### config.mk
export PLATFORM = sky130hd
export DESIGN_NAME = dis_arbiter
export DESIGN_NICKNAME = d
export VERILOG_FILES = /design/src/rtl/dis_arbiter.sv
export SDC_FILE = /design/constraint.sdc
export NUM_CORES = 1
export LEC_CHECK = 0
export ABC_AREA = 1
export ABC_CLOCK_PERIOD_IN_PS = 2500
export CAP_MARGIN = 15
export CORE_UTILIZATION = 41
export DETAILED_ROUTE_END_ITERATION = 8
export PLACE_DENSITY_LB_ADDON = 0.15
export SLEW_MARGIN = 10
export SYNTH_ARGS = -nofsm -noshare
export SYNTH_HDL_FRONTEND = slang
export SYNTH_SLANG_ARGS = --single-unit
### constraint.sdc
create_clock -name clk -period 2.5 [get_ports clk]
set_input_delay 0.625 -clock clk [delete_from_list [all_inputs] [get_ports clk]]
set_output_delay 0.625 -clock clk [all_outputs]
set_load 0.01 [all_outputs]
### src/rtl/dis_arbiter.sv
// Round-robin arbiter that shares the seven-segment display between four
// 32-bit debug sources, holding each granted word for at least HOLD_CYC cycles.
module dis_arbiter #(
  parameter logic [15:0] HOLD_CYC = 16'd50000
) (
  input  logic         clk,
  input  logic         rst,
  input  logic [3:0]   req,
  input  logic [127:0] src_data,
  input  logic         lock,
  output logic [3:0]   ack,
  output logic [31:0]  disp_data,
  output logic [1:0]   disp_src,
  output logic         busy
);

  localparam logic [0:0] S_IDLE = 1'b0;
  localparam logic [0:0] S_HOLD = 1'b1;

  localparam logic [15:0] RELOAD = HOLD_CYC - 16'd1;

  logic [0:0]  state_q, state_d;
  logic [15:0] cnt_q,   cnt_d;
  logic [1:0]  last_q,  last_d;
  logic [31:0] data_q,  data_d;
  logic [1:0]  src_q,   src_d;
  logic [3:0]  ack_q,   ack_d;

  logic [1:0]  win;
  logic [1:0]  idx;
  logic        hit;
  logic        any_req;
  logic        grant;

  assign any_req = |req;

  // Search starts just after the last winner so it ends up lowest priority.
  always_comb begin
    win = '0;
    idx = '0;
    hit = 1'b0;
    for (int unsigned k = 1; k <= 4; k++) begin
      idx = last_q + k[1:0];
      if (!hit && req[idx]) begin
        win = idx;
        hit = 1'b1;
      end
    end
  end

  always_comb begin
    grant = 1'b0;
    if (state_q == S_IDLE)
      grant = any_req;
    else if (cnt_q == '0 && !lock)
      grant = any_req;
  end

  always_comb begin
    state_d = state_q;
    cnt_d   = cnt_q;
    last_d  = last_q;
    data_d  = data_q;
    src_d   = src_q;
    ack_d   = '0;
    if (grant) begin
      state_d     = S_HOLD;
      cnt_d       = RELOAD;
      last_d      = win;
      data_d      = src_data[32*win +: 32];
      src_d       = win;
      ack_d[win]  = 1'b1;
    end else if (state_q == S_HOLD) begin
      if (cnt_q != '0)
        cnt_d = cnt_q - 16'd1;
      else if (!lock)
        state_d = S_IDLE;
    end
  end

  always_ff @(posedge clk or posedge rst) begin
    if (rst) begin
      state_q <= S_IDLE;
      cnt_q   <= '0;
      last_q  <= 2'd3;
      data_q  <= '0;
      src_q   <= '0;
      ack_q   <= '0;
    end else begin
      state_q <= state_d;
      cnt_q   <= cnt_d;
      last_q  <= last_d;
      data_q  <= data_d;
      src_q   <= src_d;
      ack_q   <= ack_d;
    end
  end

  assign ack       = ack_q;
  assign disp_data = data_q;
  assign disp_src  = src_q;
  assign busy      = (state_q == S_HOLD);

endmodule
==> summary.md <==
| Metric | Value |
|---|---|
| CTS tree | `yes` |
| Global placement routability congestion | `0.893` |
| Post-Synthesis Cell Area | `4080 um^2` |
| Relative slew slack | `73.7%` |
| Core box area | `9730 um^2` |
| Post-DP HPWL | `9330 um` |
| Max-Cap Viols | `0` |
| Total power | `3.27 mW` |
| Req. time, crit path | `2780 ps` |
| # IOs | `174` |
| RSZ-0062 raised after global routing | `false` |
| Clock Sinks | `57` |
| Met1 usage | `29.5%` |
| Layout cell share with drive strength beyond 1 | `6.86%` |
| Post-synthesis sequential area ratio | `35.0%` |
| Routed Antenna Nets | `0` |
| WL final | `13000 um` |
| Final Hold Viols | `0` |
| Critical path class | `input port to flop` |
| Post-synth cell types | `29` |
| Slew at the pin closest to its max-slew limit | `393 ps` |
| Hold Buf Count CTS | `0` |
| Final worst setup slack | `149 ps` |
| Dpl ws | `-133 ps` |
| Die height | `102 um` |
| Dpl cell area | `5900 um^2` |
| Clk_lat worst skew | `330 ps` |
| Finish-stage setup viols | `0` |
| Post-Syn Instances | `659` |
| CP Capture Type | `flop` |
| Number of global-route vias before repair | `4487` |
| Largest net degree at the start of global routing | `65` |
| Met3 usage | `4.76%` |
| Clk_skew | `6.80 ps` |
| Clk pin slew, worst setup/hold paths | `70 ps` |
| Global route hottest layer | `met2` |
| Hold Path Class | `flop to flop` |
| Met2 Use GR | `43.6%` |
| Power Density | `532 nW/um^2` |
| Hold Startpoint | `disp_src[0]` |
| Full die area | `10400 um^2` |
| Period utilization | `94.0%` |
| Starting Density | `41.9%` |
| Slowest CP cell | `clkdlybuf4s50_1` |
| Synthesis-to-layout area growth | `50.7%` |
| Status | `complete, no violations` |
| Crit path arrival time | `2630 ps` |
| Fmax | `425 MHz` |
| Hold Crit Depth | `2` |
| Crit path buffers/inverters | `2` |
| Vias per Instance | `4.97` |
| Mapped Nets | `796` |
| Antenna violations before repair | `0` |
| Crit path cell chain | `clkdlybuf4s50_1 -> nand2_1 -> nand2_2 -> nand2_2 -> nand2_2 -> nor2_4 -> nand2_2 -> nand2_2 -> buf_12 -> nand3_1 -> nand2_1 -> nand2_1 -> nand2_1 -> nand2_1 -> nand2_1` |
| VDD IR-drop max | `0.266 mV` |
| FF-to-FF path depth | `15` |
| Fin nets | `963` |
| Crit path max fanout | `64` |
| Starting DRC count in detailed routing | `215` |
| First-pass GRT wire length | `20200 um` |
| Number of vias after detailed routing | `4789` |
| Crit-path max cell delay | `460 ps` |
| R2R Setup Slk | `190 ps` |
| Ant. Diodes | `0` |
| Crit path time final | `2350 ps` |
| Yosys Warn Count | `0` |
| Buffers on Ports | `173` |
| Wire length per cell | `13.5 um` |
| CTS Root Cell | `clkbuf_8` |
| Drt drc | `0` |
| Mean post-synth cell area | `6.19 um^2` |
| Seq cells post-synth | `57` |
| Core Rows | `36` |
| Max-slew violation count | `0` |
| CTS Buffer Depth | `2` |
| CTS Buf Count | `9` |
| Fin area | `6150 um^2` |
| H-tree levels | `3` |
| CP Launch Type | `input port` |
| Worst path most repeated cell | `nand2_1` |
| R2r startpoint | `last_q[0]` |
| Hold EP | `disp_src[0]` |
| Die W | `102 um` |
| CP delay by family, top | `simple AND/OR/NAND/NOR gates` |
| R2r endpoint | `disp_data[13]` |
| Leakage | `3.11 nW` |
| Tot GR Track Use | `25.0%` |
| First-pass DRT Iterations | `5` |
| Final TNS setup | `0 ps` |
| Gr ovfl total | `0` |
## tightest hold or removal path, cell delays in order (launching register included)
cell,delay [ps]
dfrtp_1,340
nand2_1,50
nand2_1,50
## cell usage after synthesis, drive strengths merged
cell / n / area [um^2]
a21oi: 5 / 25.0
buf: 31 / 224
clkbuf: 7 / 26.3
dfrtp: 55 / 1380
dfstp: 2 / 52.6
ha: 2 / 25.0
inv: 25 / 93.8
nand2: 385 / 1470
nand3: 86 / 430
nand4: 4 / 31.3
nor2: 21 / 93.8
nor3: 5 / 25.0
nor4: 3 / 18.8
o211ai: 2 / 15.0
o21ai: 16 / 95.1
o21bai: 2 / 15.0
o31ai: 2 / 15.0
or2: 1 / 6.26
xor2: 5 / 43.8
## logic make-up (layout without fill, tap and decap cells)
group	Yosys count	count (layout)	share of synthesized area, %
adders and majority gates	2	2	0.613
buffers and inverters	63	235	8.43
AOI/OAI and AO/OA	27	27	4.05
and+or+nand+nor	505	505	50.8
xor gates and xnor gates	5	5	1.07
DFF	57	57	35.0
## final cells by class
class                      instances  area (um^2)
clock buffer                      13          159
inverter                          25         93.8
tap                              133          166
fill                             937         3580
sequential                        57         1430
multi-input combinational        539         2320
clock inverter                     3         15.0
timing repair buffer             194         1970
## metal layers
| layer | wire length [um] | up-vias |
|---|---|---|
| li1 | - | 2396 |
| met1 | 5390 | 2169 |
| met2 | 6290 | 193 |
| met3 | 991 | 31 |
| met4 | 376 | 0 |
| met5 | 0 | - |
## power by group
group | internal [mW] | switching (mW) | leakage [nW] | total, mW
registers | 1.04 | 0.0945 | 0.683 | 1.14
clock network | 0.409 | 0.358 | 0.0932 | 0.767
logic | 0.624 | 0.740 | 2.34 | 1.36
## state kept, by name, indices dropped and copies added (netlist names)
register and flops:
ack 4, busy 1, cnt_q 16, disp_data 32, disp_src 2, last_q 2
## stage by stage
step	instances	hold WS (ps)	utilization, %
floorplan	659	469	-
global placement	941	460	60.7
detailed placement	941	458	60.7
CTS	957	475	62.5
global route	964	506	63.2
finish	964	470	63.2
## layout by cell type (no fill, tap or decap), drive strengths merged, types with 3 or more instances in the layout
cell type / netlist / final
nor3: 5 / 5
clkdlybuf4s50: 0 / 173
inv: 25 / 25
clkbuf: 7 / 13
nand3: 86 / 86
a21oi: 5 / 5
buf: 31 / 21
nor2: 21 / 21
nand2: 385 / 385
nand4: 4 / 4
clkinv: 0 / 3
xor2: 5 / 5
dfrtp: 55 / 55
o21ai: 16 / 16
nor4: 3 / 3
## worst max-delay path by stage
stage,slack (ps),start,cells after the start,to
6_report,150,req[1],15,disp_data[13]
5_1_grt,10,req[1],15,disp_data[9]
4_1_cts,30,cnt_q[0],12,cnt_q[13]
3_5_place_dp,-130,req[1],15,disp_data[11]
3_3_place_gp,-40,req[0],15,disp_data[4]
2_1_floorplan,480,rst,1,ack[0]
## repair_timing
item | in CTS | in global routing
buffers inserted | 0 | 7
endpoints found under the setup margin | 0 | 45
resized for setup | 0 | 1
Power figures use the tool's default switching activity.
